**src/rtl/fetch_pkg.sv**
```systemverilog
// Shared types for the instruction fetch stage.
//   fetch_entry_t : one buffered fetch result {pc, instr}
//   state_t       : fetch FSM states (WAIT after reset, RUN otherwise)
//   INSTR_BYTES   : PC increment per instruction word
package fetch_pkg;

  localparam int unsigned INSTR_BYTES = 4;

  typedef struct packed {
    logic [31:0] pc;
    logic [31:0] instr;
  } fetch_entry_t;

  typedef enum logic {
    WAIT = 1'b0,
    RUN  = 1'b1
  } state_t;

endpackage

```
**src/rtl/fetch_fifo.sv**
```systemverilog
// DEPTH-entry synchronous FIFO of fetch_entry_t, with a per-entry registered
// pc+4 stored alongside each entry.
//   clk, rst_n        : clock, synchronous active-low reset
//   push_i / wdata_i  : write an entry (ignored while flush_i is high)
//   pop_i             : remove the head entry
//   flush_i           : empty the FIFO; has priority over push
//   rdata_o           : head entry; rdata_pc_plus4_o : head entry pc + 4
//   count_o, full_o, empty_o : occupancy status
module fetch_fifo
  import fetch_pkg::*;
#(
  parameter int unsigned DEPTH = 2
) (
  input  logic                   clk,
  input  logic                   rst_n,
  input  logic                   push_i,
  input  logic                   pop_i,
  input  logic                   flush_i,
  input  fetch_entry_t           wdata_i,
  output fetch_entry_t           rdata_o,
  output logic [31:0]            rdata_pc_plus4_o,
  output logic [$clog2(DEPTH):0] count_o,
  output logic                   full_o,
  output logic                   empty_o
);

  localparam int unsigned AW = $clog2(DEPTH);
  localparam int unsigned CW = AW + 1;

  fetch_entry_t  mem_q [DEPTH];
  logic [31:0]   p4_q  [DEPTH];
  logic [AW-1:0] wr_ptr_q, wr_ptr_d;
  logic [AW-1:0] rd_ptr_q, rd_ptr_d;
  logic [CW-1:0] count_q, count_d;
  logic          do_push, do_pop;

  assign empty_o = (count_q == '0);
  assign full_o  = (count_q == CW'(DEPTH));
  assign do_pop  = pop_i && !empty_o;
  // A full FIFO can still take a push when the head leaves in the same cycle.
  assign do_push = push_i && (!full_o || do_pop);

  always_comb begin
    wr_ptr_d = wr_ptr_q;
    rd_ptr_d = rd_ptr_q;
    count_d  = count_q;
    if (flush_i) begin
      wr_ptr_d = '0;
      rd_ptr_d = '0;
      count_d  = '0;
    end else begin
      if (do_push) wr_ptr_d = wr_ptr_q + AW'(1);
      if (do_pop)  rd_ptr_d = rd_ptr_q + AW'(1);
      count_d = count_q + CW'(do_push) - CW'(do_pop);
    end
  end

  always_ff @(posedge clk) begin
    if (!rst_n) begin
      wr_ptr_q <= '0;
      rd_ptr_q <= '0;
      count_q  <= '0;
      for (int i = 0; i < DEPTH; i++) begin
        mem_q[i] <= '0;
        p4_q[i]  <= 32'(INSTR_BYTES);
      end
    end else begin
      wr_ptr_q <= wr_ptr_d;
      rd_ptr_q <= rd_ptr_d;
      count_q  <= count_d;
      if (do_push && !flush_i) begin
        mem_q[wr_ptr_q] <= wdata_i;
        p4_q[wr_ptr_q]  <= wdata_i.pc + 32'(INSTR_BYTES);
      end
    end
  end

  assign rdata_o          = mem_q[rd_ptr_q];
  assign rdata_pc_plus4_o = p4_q[rd_ptr_q];
  assign count_o          = count_q;

endmodule

```
**src/rtl/inst_fetch.sv**
```systemverilog
// Instruction fetch stage: holds the PC, issues word reads to a 1-cycle
// latency instruction memory, buffers {pc, instr} results and hands them to
// decode.
//   clk, rst_n                  : clock, synchronous active-low reset
//   fetch_en                    : allows new memory requests
//   imem_req, imem_addr         : memory read request / word-aligned address
//   imem_rdata                  : read data, valid the cycle after imem_req
//   redirect_valid, redirect_pc : load a new PC and flush everything stale
//   out_valid/out_ready         : decode handshake; out_instr, out_pc,
//                                 out_pc_plus4 are the head entry
//   dbg_state_o                 : current FSM state
// Handshake: an entry transfers in any cycle where out_valid && out_ready;
// while out_valid && !out_ready the out_* payload holds steady.
module inst_fetch
  import fetch_pkg::*;
#(
  parameter logic [31:0] RESET_PC = 32'h0000_0000,
  parameter int unsigned DEPTH    = 2
) (
  input  logic        clk,
  input  logic        rst_n,
  input  logic        fetch_en,
  output logic        imem_req,
  output logic [31:0] imem_addr,
  input  logic [31:0] imem_rdata,
  input  logic        redirect_valid,
  input  logic [31:0] redirect_pc,
  output logic        out_valid,
  input  logic        out_ready,
  output logic [31:0] out_instr,
  output logic [31:0] out_pc,
  output logic [31:0] out_pc_plus4,
  output state_t      dbg_state_o
);

  localparam int unsigned CNTW = $clog2(DEPTH) + 1;
  localparam int unsigned OCCW = CNTW + 1;

  state_t          state_q, state_d;
  logic [31:0]     pc_q, pc_d;
  logic [31:0]     req_pc_q, req_pc_d;
  logic            inflight_q, inflight_d;
  logic            stale_q, stale_d;
  logic [31:0]     redirect_target;
  logic [CNTW-1:0] fifo_count;
  logic            fifo_full, fifo_empty;
  logic            pop, push, credit_ok;
  logic [OCCW-1:0] occupancy;
  fetch_entry_t    resp_entry, head_entry;

  assign redirect_target = redirect_pc & ~32'h3;
  assign out_valid       = !fifo_empty;
  assign pop             = out_valid && out_ready;

  // Slots already committed: stored entries plus the response on its way,
  // minus the one decode takes this cycle. A request is only issued when
  // its response is guaranteed a slot.
  assign occupancy = OCCW'(fifo_count) + OCCW'(inflight_q) - OCCW'(pop);
  assign credit_ok = (occupancy < OCCW'(DEPTH)) && (!fifo_full || pop);

  // No request goes out in a redirect cycle, so nothing should land the
  // cycle after; the stale flag keeps that response out regardless.
  assign push       = inflight_q && !stale_q;
  assign resp_entry = '{pc: req_pc_q, instr: imem_rdata};

  always_comb begin
    state_d  = state_q;
    imem_req = 1'b0;
    case (state_q)
      WAIT:    state_d  = RUN;
      RUN:     imem_req = fetch_en && !redirect_valid && credit_ok;
      default: state_d  = WAIT;
    endcase
  end

  always_comb begin
    pc_d       = pc_q;
    req_pc_d   = req_pc_q;
    inflight_d = imem_req;
    stale_d    = redirect_valid;
    if (redirect_valid) begin
      pc_d = redirect_target;
    end else if (imem_req) begin
      pc_d     = pc_q + 32'(INSTR_BYTES);
      req_pc_d = pc_q;
    end
  end

  always_ff @(posedge clk) begin
    if (!rst_n) begin
      state_q    <= WAIT;
      pc_q       <= RESET_PC & ~32'h3;
      req_pc_q   <= '0;
      inflight_q <= 1'b0;
      stale_q    <= 1'b0;
    end else begin
      state_q    <= state_d;
      pc_q       <= pc_d;
      req_pc_q   <= req_pc_d;
      inflight_q <= inflight_d;
      stale_q    <= stale_d;
    end
  end

  fetch_fifo #(
    .DEPTH(DEPTH)
  ) u_fifo (
    .clk              (clk),
    .rst_n            (rst_n),
    .push_i           (push),
    .pop_i            (pop),
    .flush_i          (redirect_valid),
    .wdata_i          (resp_entry),
    .rdata_o          (head_entry),
    .rdata_pc_plus4_o (out_pc_plus4),
    .count_o          (fifo_count),
    .full_o           (fifo_full),
    .empty_o          (fifo_empty)
  );

  assign imem_addr   = pc_q & ~32'h3;
  assign out_pc      = head_entry.pc;
  assign out_instr   = head_entry.instr;
  assign dbg_state_o = state_q;

endmodule

```
**config.mk**
```make
export PLATFORM = sky130hd
export DESIGN_NAME = inst_fetch
export DESIGN_NICKNAME = d
export VERILOG_FILES = /design/src/rtl/fetch_pkg.sv /design/src/rtl/fetch_fifo.sv /design/src/rtl/inst_fetch.sv
export SDC_FILE = /design/constraint.sdc
export NUM_CORES = 1
export LEC_CHECK = 0
export CORE_ASPECT_RATIO = 1.1
export CORE_MARGIN = 8
export CORE_UTILIZATION = 35
export DETAILED_ROUTE_END_ITERATION = 16
export PLACE_DENSITY_LB_ADDON = 0.2
export SYNTH_ARGS = -nofsm -noshare
export SYNTH_HDL_FRONTEND = slang
export SYNTH_HIERARCHICAL = 1
export SYNTH_SLANG_ARGS = --single-unit
```
**constraint.sdc**
```tcl
create_clock -name clk -period 5.3 [get_ports clk]
set_input_delay 1.06 -clock clk [delete_from_list [all_inputs] [get_ports clk]]
set_output_delay 1.06 -clock clk [all_outputs]
set_load 0.01 [all_outputs]
```
==> results.rst <==
.. list-table::
   :header-rows: 1

   * - Metric
     - Value
   * - Result of the run
     - finished, final reports clean
   * - Post-route standard cell area excluding fillers
     - approximately 0.015 mm2
   * - Arrival time reported for the critical path endpoint
     - approximately 3.7 ns
   * - Number of global-route vias before repair
     - 8433
   * - Fraction of power consumed by combinational cells
     - 6.9%
   * - Register-to-register path setup slack
     - 1.61 ns
   * - Logic depth of the worst path, buffers included
     - 10
   * - Post-synthesis sequential element count
     - 256
   * - CP Capture Type
     - output port
   * - Worst clock skew
     - 0.01388 ns
   * - Design Power
     - ~4500 uW
   * - DPL Wire Length
     - around 20000 um
   * - Peak VDD IR
     - between 0.2 and 0.25 mV
   * - Global-route congestion overflow total
     - 0
   * - Final Net Count
     - 1271
   * - Internal power summed over all cells
     - roughly 3600 uW
   * - Slew at the pin closest to its max-slew limit
     - roughly 0.89 ns
   * - Sequence of cells on the critical path
     - clkdlybuf4s50_1 > nand2b_1 > inv_1 > ha_1 > nand2b_1 > fa_1 > nand4b_1 > a211o_2 > inv_2 > clkdlybuf4s50_1
   * - Maximum count of clock buffers along a single path
     - 3
   * - Library cell used as clock root buffer
     - clkbuf_16
   * - Initial standard-cell utilization of the core
     - 35.64%
   * - Reg2Reg Capture Point
     - pc_q[15]$_SDFFE_PN0P_
   * - Cells after Synth
     - 1016
   * - Type of the worst min-delay path
     - reg2reg
   * - Cell with the largest stage delay on the worst path
     - clkdlybuf4s50_1
   * - Power density relative to cell area
     - approximately 300 mW/mm2
   * - Setup violators final
     - 0
   * - M1 wire length
     - approximately 14000 um
   * - CTS tree
     - built
   * - Final routed DRC violation total
     - 0
   * - Routed WL
     - slightly above 30000 um
   * - Timing-limited maximum frequency
     - around 0.21 GHz
   * - Wire length per cell
     - ~19 um
   * - Number of sinks on the clock net
     - ~260
   * - Fraction of final layout cells with drive strength greater than 1
     - 14.85%
   * - Port Buffer Count
     - around 200
   * - First-pass GRT wire length
     - approximately 48000 um
   * - Clock latency at the later pin of the worst-skew pair
     - approximately 0.54 ns
   * - Leading post-synthesis cells by cell area
     - edfxtp_1 (48%), dfxtp_1 (11%), mux2_2 (9.4%)
   * - Number of placed I/O pins
     - 200
   * - Proportion of synthesized chip area in sequential cells
     - about three fifths
   * - FP Rows
     - 70
   * - Top flip-flop cell by instance count after synthesis
     - edfxtp_1
   * - Number of max-slew violations in the final report
     - 0
   * - Startpoint of the worst setup timing path
     - out_ready
   * - Min Clock Period, post-route
     - 4.789 ns
   * - Commonest non-fill, non-tap cell in the layout
     - clkdlybuf4s50_1
   * - Final count of hold timing violations
     - 0
   * - DR pass1 iterations
     - 5
   * - Top Layer Used
     - met4
   * - Buffers and inverters on the worst path
     - 4
   * - Mean instance size in the synthesized netlist
     - 11.67 um2
   * - Cell type with the largest total area after synthesis
     - edfxtp_1
   * - Routed via count divided by cell count
     - between 5 and 6
   * - N_diodes
     - 0
   * - Area added between synthesis and finish
     - 28.03%
   * - Proportion of netlist area held by the largest area contributor
     - a little under half
   * - Number of enable-type register cells in the synthesized netlist
     - between 150 and 200
   * - Number of buffers inserted for hold repair after clock tree synthesis
     - 0
   * - Routed length on met3
     - around 2000 um
   * - Number of max-cap violations
     - 0
   * - Post-CTS setup buffer count
     - 0
   * - Synth unique cells
     - 63
   * - Largest net degree at the start of global routing
     - between 60 and 70
   * - Placer Congestion
     - around 0.8
   * - Total of cells resized after clock tree synthesis
     - 0
   * - Startpoint of the lowest-slack register-to-register path
     - u_fifo/count_o[1]$_SDFF_PP0_
   * - Placed cell areas
     - between 0.01 and 0.015 mm2
   * - Async SR Flop Fraction
     - 0%
   * - Total die area
     - about 0.04 mm2
   * - Remaining max-slew budget at the tightest pin
     - between 40% and 50%
   * - Die Y
     - between 200 and 250 um
   * - CP Capture Point
     - imem_req
   * - Detailed-route via count
     - roughly 8400
   * - Final TNS setup
     - 0 ns
   * - Clock buffers created by TritonCTS
     - 29
   * - Startpoint-to-endpoint class of the critical path
     - in2out
   * - Core Region
     - 0.03328 mm2
   * - Period Utilization, post-route
     - 90.36%
   * - Final antenna-violating net count
     - 0
   * - Die Span X
     - roughly 190 um
   * - H-Tree Level Count
     - 1
   * - Clk network pwr share
     - 43.1%
   * - Setup repair after global routing missed its margin
     - false
   * - Kind of launch point of the worst setup path
     - primary input
   * - Longest individual stage delay on the worst path
     - 0.54 ns
   * - Switching fraction of total power
     - between 20% and 30%
   * - Total global routing track utilization
     - 14.96%
   * - Switching Power
     - 960.7 uW
   * - Worst Reg2Reg Path Length in Cells
     - 13
   * - Pre-CTS setup slack
     - 0.5056 ns
   * - CP top delay family
     - buffers and inverters
   * - Leakage power total
     - about 0.0053 uW
   * - Req. time, crit path
     - around 4.2 ns
   * - Share of power burned in registers
     - about half
   * - Ys Warns
     - 6
   * - Leading cell types in the layout, fill and taps excluded
     - clkdlybuf4s50_1 (195), edfxtp_1 (188), and2_1 (125)
   * - Critical-path maximum fanout
     - 6
   * - Initial antenna violation count
     - 0
   * - Post-synthesis instance area
     - between 0.01 and 0.015 mm2
   * - WL met2
     - 14060 um
   * - Worst setup slack after layout
     - slightly above 0.5 ns
   * - Clock Pin Slew Worst Setup and Hold Paths
     - about 0.060 ns
   * - Number of DRC markers after the initial detailed-route iteration
     - 410
-- synthesized netlist by cell type (4+ instances only) --
cell type	instances
nand4_1	19
a31oi_1	7
mux2_2	99
and4_1	7
buf_4	4
or4_4	5
nor2_1	59
nand2b_1	8
o21ai_0	21
and2_1	125
xnor2_1	6
edfxtp_1	188
nor3_1	5
inv_1	18
o31ai_1	7
nor3_2	4
buf_6	4
clkbuf_1	40
nand3_1	25
nand2_1	98
nor3b_1	4
xor2_1	18
dfxtp_1	68
buf_2	8
a21oi_1	75
mux2i_1	5
or4_1	9
or3_1	9
buf_1	7
a22oi_1	7
ha_1	4
and3_1	8
-- stage by stage --
stage | util (%) | hold WS, ns | cells
after CTS | 45.63 | 0.5129 | 1651
final | 45.63 | 0.5091 | 1651
after global placement | 42.82 | 0.4853 | 1598
after global routing | 45.63 | 0.5524 | 1651
after detailed placement | 42.82 | 0.4879 | 1598
after floorplan | - | 0.4330 | 1021
-- metal layers --
layer | vias to the layer above | global-route usage [%]
met1 | 4056 | 20.29
met5 | - | 0
met4 | 0 | 3.639
li1 | 4026 | -
met3 | 36 | 3.215
met2 | 266 | 23.98
-- state kept, by name (all words and copies together) (netlist names), named ones only --
name and cells:
u_fifo/rd_ptr_q 1, u_fifo/count_o 2, u_fifo/wr_ptr_q 1, dbg_state_o 1, u_fifo/p4_q 62, pc_q 30
stale_q 1, inflight_q 1, u_fifo/mem_q 126, req_pc_q 30
-- worst min-delay path: cells and delay by family, from the launching register on --
family | cells | cell delay (ns)
flops | 1 | 0.33
xor+xnor | 1 | 0.08
simple gates | 1 | 0.07
-- power groups by stage --
| stage | registers (uW) | clock network [uW] | logic (uW) |
|---|---|---|---|
| after CTS | 2260 | 2010 | 317 |
| final | 2260 | 1950 | 310 |
| after global routing | 2270 | 2090 | 335 |
| after global placement | 2300 | 0 | 313 |
| after detailed placement | 2300 | 0 | 314 |
| after floorplan | 2300 | 0 | 127 |
-- cell type report --
type                    instances  area, um2
clock buffers                  37      785.8
clock inverters                16      148.9
fillers                      3093      18100
inverters                      20      75.07
multi-input cells             680       4511
flip-flops and latches        256       7010
well taps                     432      540.5
repair buffers                210       2115
-- logic make-up (layout without fill, tap and decap cells) --
logic type / after synthesis / in the layout / share of synthesized area, %
and+or+nand+nor: 405 / 405 / 18.72
DFF: 256 / 256 / 59.07
AOI/OAI and AO/OA: 135 / 135 / 6.614
muxes: 105 / 105 / 9.947
buffers and inverters: 85 / 283 / 3.249
xor gates and xnor gates: 24 / 24 / 1.772
adders and majority gates: 5 / 5 / 0.5907
other: 1 / 6 / 0.03162
-- worst min-delay path by stage --
stage,from,to,depth (start not counted)
after floorplan,req_pc_q[10]$_SDFFE_PN0P_,req_pc_q[10]$_SDFFE_PN0P_,2
after global placement,u_fifo/rd_ptr_q$_SDFFE_PP0N_,u_fifo/rd_ptr_q$_SDFFE_PP0N_,2
after detailed placement,u_fifo/rd_ptr_q$_SDFFE_PP0N_,register,2
after CTS,u_fifo/rd_ptr_q$_SDFFE_PP0N_,register,2
after global routing,req_pc_q[20]$_SDFFE_PN0P_,req_pc_q[20]$_SDFFE_PN0P_,2
final,u_fifo/rd_ptr_q$_SDFFE_PP0N_,u_fifo/rd_ptr_q$_SDFFE_PP0N_,2
No activity file was read; power rests on OpenSTA's default activity.
